**src/rtl/mem_port_arbiter.sv**
```systemverilog
// mem_port_arbiter
// Shares one single-port memory between instruction fetch and the data side.
// Only one transaction is outstanding at a time. In a conflict the data side
// wins, except directly after its own grant. A fetch flush discards the
// in-flight fetch response. A watchdog aborts a transaction when the memory
// does not respond.
//
// Ports:
//   clk, reset              rising-edge clock, synchronous active-high reset
//   i_req/i_addr/i_flush    fetch request, byte address, redirect
//   i_gnt/i_rvalid/i_rdata  fetch accept pulse, response valid and data
//   d_req/d_we/d_addr/d_wdata/d_be  data request (load/store) fields
//   d_gnt/d_rvalid/d_rdata  data accept pulse, load data / store ack
//   m_req/m_we/m_addr/m_wdata/m_be  memory request and its fields
//   m_ready                 memory accepts the request when m_req & m_ready
//   m_rvalid/m_rdata        memory response
//   busy                    a transaction is outstanding
//   err                     one-cycle pulse on watchdog abort
module mem_port_arbiter #(
  parameter int unsigned TIMEOUT_CYC = 255
) (
  input  logic        clk,
  input  logic        reset,
  input  logic        i_req,
  input  logic [31:0] i_addr,
  input  logic        i_flush,
  output logic        i_gnt,
  output logic        i_rvalid,
  output logic [31:0] i_rdata,
  input  logic        d_req,
  input  logic        d_we,
  input  logic [31:0] d_addr,
  input  logic [31:0] d_wdata,
  input  logic [3:0]  d_be,
  output logic        d_gnt,
  output logic        d_rvalid,
  output logic [31:0] d_rdata,
  output logic        m_req,
  output logic        m_we,
  output logic [31:0] m_addr,
  output logic [31:0] m_wdata,
  output logic [3:0]  m_be,
  input  logic        m_ready,
  input  logic        m_rvalid,
  input  logic [31:0] m_rdata,
  output logic        busy,
  output logic        err
);

  typedef enum logic [1:0] {IDLE, BUSY_I, BUSY_D} state_t;

  state_t      state, state_nxt;
  logic        last_d;
  logic        kill;
  logic [31:0] cnt;

  logic sel_d, sel_i, accept, tmo;

  always_ff @(posedge clk) begin
    if (reset) begin
      state  <= IDLE;
      last_d <= 1'b0;
      kill   <= 1'b0;
      cnt    <= '0;
    end else begin
      state <= state_nxt;
      if (i_gnt || d_gnt) last_d <= d_gnt;
      if (state_nxt == IDLE)
        kill <= 1'b0;
      else if (i_flush && (state == BUSY_I || i_gnt))
        kill <= 1'b1;
      // Counter holds zero in IDLE so every BUSY period starts counting from 0.
      if (state == IDLE)
        cnt <= '0;
      else if (!m_rvalid)
        cnt <= cnt + 32'd1;
    end
  end

  always_comb begin
    state_nxt = state;
    i_gnt     = 1'b0;
    i_rvalid  = 1'b0;
    i_rdata   = '0;
    d_gnt     = 1'b0;
    d_rvalid  = 1'b0;
    d_rdata   = '0;
    m_req     = 1'b0;
    m_we      = 1'b0;
    m_addr    = '0;
    m_wdata   = '0;
    m_be      = '0;
    err       = 1'b0;
    busy      = (state != IDLE);
    tmo       = 1'b0;
    accept    = 1'b0;

    // Data wins a conflict unless the previous grant went to the data side.
    sel_d = d_req && (!i_req || !last_d);
    sel_i = i_req && !sel_d;

    case (state)
      IDLE: begin
        m_req  = i_req || d_req;
        accept = (i_req || d_req) && m_ready;
        if (sel_d) begin
          m_we    = d_we;
          m_addr  = d_addr;
          m_wdata = d_wdata;
          m_be    = d_be;
        end else if (sel_i) begin
          m_addr  = i_addr;
          m_be    = 4'hF;
        end
        i_gnt = accept && sel_i;
        d_gnt = accept && sel_d;
        if (accept) state_nxt = sel_d ? BUSY_D : BUSY_I;
      end
      BUSY_I, BUSY_D: begin
        tmo = (TIMEOUT_CYC != 0) && !m_rvalid && (cnt == 32'(TIMEOUT_CYC));
        err = tmo;
        if (m_rvalid || tmo) begin
          state_nxt = IDLE;
          if (state == BUSY_D) begin
            d_rvalid = 1'b1;
            d_rdata  = m_rvalid ? m_rdata : '0;
          end else if (!kill && !i_flush) begin
            i_rvalid = 1'b1;
            i_rdata  = m_rvalid ? m_rdata : '0;
          end
        end
      end
      default: state_nxt = IDLE;
    endcase
  end

endmodule

```
**config.mk**
```make
export PLATFORM = sky130hd
export DESIGN_NAME = mem_port_arbiter
export DESIGN_NICKNAME = d
export VERILOG_FILES = /design/src/rtl/mem_port_arbiter.sv
export SDC_FILE = /design/constraint.sdc
export NUM_CORES = 1
export LEC_CHECK = 0
export CAP_MARGIN = 15
export CORE_AREA = 2 2 109 111
export CTS_BUF_LIST = sky130_fd_sc_hd__clkbuf_4
export CTS_CLUSTER_SIZE = 25
export DETAILED_ROUTE_END_ITERATION = 12
export DIE_AREA = 0 0 111 113
export HOLD_SLACK_MARGIN = 0.03
export PLACE_DENSITY_LB_ADDON = 0.2
export SKIP_CTS_REPAIR_TIMING = 1
export SLEW_MARGIN = 40
export SYNTH_ARGS = -nofsm -noshare
export SYNTH_HDL_FRONTEND = slang
export SYNTH_SLANG_ARGS = --single-unit
```
**constraint.sdc**
```tcl
create_clock -name clk -period 5.1 [get_ports clk]
set_clock_uncertainty 0.1 [all_clocks]
set_input_delay 0.765 -clock clk [delete_from_list [all_inputs] [get_ports clk]]
set_output_delay 0.765 -clock clk [all_outputs]
set_load 0.005 [all_outputs]
```
Word-level counts from Yosys, hierarchy flattened
Index checks and enable logic that the tools add are counted.
{ "classes": {"n_addsub": 1, "n_eq_ne": 3, "muxes": 33, "n_reduce_logical": 25} }
{ "ops": {"columns": ["op", "count"], "rows": [
  ["$mux 32", 13],
  ["$add 32x1->32 const B", 1],
  ["$eq 32x8->1 const B", 1],
  ["$mux 1", 13],
  ["$mux 4", 3],
  ["$logic_and 1x1->1", 8],
  ["$logic_not 1->1", 6],
  ["$mux 2", 3],
  ["$reduce_or 2->1", 3],
  ["$logic_or 1x1->1", 5],
  ["$logic_not 2->1", 2],
  ["$pmux 2 s2", 1],
  ["$eq 2x1->1 const B", 1],
  ["$eq 2x2->1 const B", 1],
  ["$reduce_bool 2->1", 1]
]} }
{ "word_totals": {"ff_bits": 36} }

Depth between registers and ports, before layout
{ "depth": {"word_depth": 9, "mapped_depth": 7} }

Worst setup path before layout
Ideal clock, no wire load.
{ "synth_path": {"path_type": "input port to output port", "start": "input i_flush", "end": "output i_rdata[10]", "t_arrival_ps": 1865, "required_ps": 4235, "path_slack_ps": 2370, "cell_stages": 4, "n_path_buf": 2, "cell_sequence": "or4b_2 -> clkbuf_1 -> clkbuf_1 -> nor2_1"} }
{ "synth_between": {"elab_chain_len": 6} }
{ "synth_rtl": {"columns": ["element", "line", "source"], "rows": [
  ["start, declared", "26", "input logic i_flush,"],
  ["$logic_not 1->1", "127", "end else if (!kill && !i_flush) begin"],
  ["$logic_and 1x1->1", "127", null],
  ["$mux 32", "127", null],
  ["$mux 32", "124", "if (state == BUSY_D) begin"],
  ["$mux 32", "122", "if (m_rvalid || tmo) begin"],
  ["$mux 32", "102", "case (state)"],
  ["end, declared", "29", "output logic [31:0] i_rdata,"]
]} }
Every way passes these cells.

Worst setup path after layout
{ "layout_path": {"start": "input i_flush", "end": "output i_rdata[25]"} }
Same word-level chain as after synthesis.

==> out/qor.yml <==
pwr:
  power_frac_comb_pct: 51.8
  power_per_cell_area_mw_per_mm2: 153
  vdd.ir_drop.worst_mv: 0.0952
  swShare_pct: 31.1
  p_clk_share_pct: 16.4
  power_w: 0.000907
  power_leakage_nw: 2.06
  internal-power_w: 0.000624
  power.net_switching_w: 0.000282
  seq_power_share_pct: 31.7
min_path:
  instance_count_along_the_most_critical_hold_path: 2
  hp-start: "cnt[31]"
  hp-class: "reg2reg"
  timing.hold.worst_endpoint: "cnt[31]"
worst_setup_path:
  cp_top_family: "simple AND/OR/NAND/NOR gates"
  cp_data_required_time_ns: 4.24
  crit_fanout: 33
  cp.buffers_inverters: 2
  r2r_slack_ns: 2.67
  reg2reg_depth: 5
  worst_path_largest_cell_delay_ns: 1.00
  critPathKind: "in2out"
  critical_path.most_common_cell: "clkdlybuf4s50_1"
  timing.critical_path.to_type: "output pin"
  worst-endpoint-arrival_ns: 3.24
  crit_path_top_delay_cell: "or4b_2"
  worstReg2RegStart: "cnt[1]"
  crit_reg_reg_endpoint: "cnt[14]"
  critical_path.cell_chain: "clkdlybuf4s50_1, or4b_2, nor2_1, clkdlybuf4s50_1"
  startpoint_type: "input port"
yosys:
  yosys_warn_count: 0
  most_instantiated_flip_flop_cell_in_the_synthesis_netlist: "dfxtp_1"
  synth.yosys.seq_area_share_pct: 24.0
  syn_avg_cell_area_sq_um: 7.03
  synthesis.area_sq_mm: 0.00301
  post_synth_arst_share_pct: 0
  post_synth_edffs: 0
  synth_cell_types: 46
  mappedNetlistNets: 573
  synthesis.instances: 428
  synth_seq_cells: 36
floorplan:
  dieHeight_microns: 113
  initial_utilization_pct: 26.7
  io_pins: 280
  die-width_microns: 111
  placement_rows: 39
  die_area_sq_mm: 0.0125
  coreArea_sq_mm: 0.0113
timing:
  final_period_minus_worst_setup_slack_ns: 4.10
  finalSetupViolCount: 0
  max_slew.worst_pin.slew_ns: 0.778
  unrepaired_setup_endpoints_after_global_routing: "no"
  fin_crit_sh_pct: 80.4
  totalNegativeSetupSlack_ns: 0
  timing.hold.ws_ns: 0.390
  finalHoldViolations: 0
  fmaxAchievable_ghz: 0.244
  slew_headroom_pct: 48.0
  finalMaxSlewViolations: 0
route:
  initial_drt_markers: 196
  route.detailed.wl_per_inst_microns: 18.6
  drt_first_pass_iters: 5
  ant_nets: 0
  totalWireLength_microns: 15400
  ratio_of_routed_vias_to_standard_cells: 4.98
  drc: 0
  num_vias: 4123
cts:
  ctsHtreeMaxLevel: 2
  clock_tree_from_tritoncts: "done"
  cts_inserted_buffers: 5
  clkTransAtPathRegs_ns: 0.12
  clockBufferDepth: 2
  ctsRootBufferMaster: "clkbuf_4"
  clock_sink_count: 36
  clock_latency_ns: 0.35
global_route:
  grt_max_degree: 61
  antenna_found_initial: 0
  first_global_vias: 4088
  grt.total_usage_pct: 23.5
  globalRoute.totalOverflow: 0
  first_pass_grt_wire_length_microns: 23300
flow_run:
  max_cap_viol_count: 0
placement:
  numPortBuffers: 279
  dp.final_hpwl_microns: 12800
  final_weighted_congestion_in_routability_driven_placement: 0.856
run_status:
  result_of_the_run: "finished, final reports clean"
cells_and_area:
  most_frequent_standard_cell_in_the_layout_excluding_fill_and_tap_cells: "clkdlybuf4s50_1"
  final_cell_mix: "279 x clkdlybuf4s50_1, 83 x nor2_1, 51 x nand2_1, 36 x dfxtp_1, 35 x and2_1"
  antennaDiodeCount: 0
  drive_gt1_share_pct: 3.65
  nFillCells: 1061
  syn_to_final_growth_pct: 97.5
  finalNetCount: 829
-- how the worst max path moves through the flow --
stage,start,endpoint,cells past startpoint
6_report,i_flush,i_rdata[25],4
3_3_place_gp,i_flush,i_rdata[25],4
3_5_place_dp,i_flush,i_rdata[25],4
4_1_cts,state[0],i_rdata[25],5
5_1_grt,state[1],i_rdata[25],5
2_1_floorplan,i_flush,i_rdata[10],4
-- worst min-delay path, cell delays in order, from the launching register on --
cell     delay, ns
dfxtp_1       0.34
nand2_1       0.05
mux2i_1       0.05
-- Yosys cell counts, drive strengths merged (10+ instances only) --
library cell | n | area [sq um]
a22o | 32 | 280
nand2 | 52 | 195
nand3 | 14 | 100
nor4 | 13 | 87.6
and2 | 35 | 219
mux2i | 10 | 100
buf | 12 | 67.6
or3 | 10 | 62.6
nor2 | 83 | 312
o31ai | 11 | 82.6
or4 | 11 | 82.6
a21oi | 15 | 75.1
dfxtp | 36 | 721
clkbuf | 23 | 86.3
-- layout make-up --
cell class,instances,area (sq um),area share [%]
Clock buffer,5,37.5,0.632
Clock inverter,3,13.8,0.232
Inverter,8,30.0,0.505
Multi-Input combinational cell,349,2120,35.6
Sequential cell,36,721,12.1
Tap cell,143,179,3.01
Timing Repair Buffer,284,2840,47.8
-- through the flow --
step                      cells  util (%)  worst slack, ns  cell area (sq um)
final                       828      52.7             1.00               5940
after global routing        828      52.7            0.876               5940
after floorplan             428         -             2.37               3010
after global placement      820      52.2             1.01               5890
after detailed placement    820      52.3            0.993               5890
after CTS                   828      52.7            0.994               5940
-- logic make-up after synthesis --
kind of cell    count (synthesis)  synth area share (%)
xor+xnor                        9                  2.62
compound gates                 76                  19.0
simple gates                  249                  42.9
buf+inv                        43                  6.11
flops                          36                  24.0
fa+ha+maj                       5                  2.08
mux                            10                  3.33
-- power groups by stage --
stage,logic [W],clock network (W),registers [W]
6_report,0.000470,0.000149,0.000288
5_1_grt,0.000501,0.000166,0.000288
4_1_cts,0.000472,0.000154,0.000288
3_5_place_dp,0.000470,0,0.000294
3_3_place_gp,0.000465,0,0.000294
2_1_floorplan,0.000157,0,0.000293
-- flip-flops by register name (all words and copies together) (netlist names) --
signal,cells
state,2
kill,1
cnt,32
last_d,1
-- per-layer routing --
metal  track usage (%)  part of all wire [%]  vias to the layer above
met4              6.58                   2.4                        0
li1                  -                     -                     2021
met3              7.50                   9.1                       23
met5                 0                     0                        -
met2              39.3                    48                      187
met1              29.4                    41                     1892
Power figures use the tool's default switching activity.
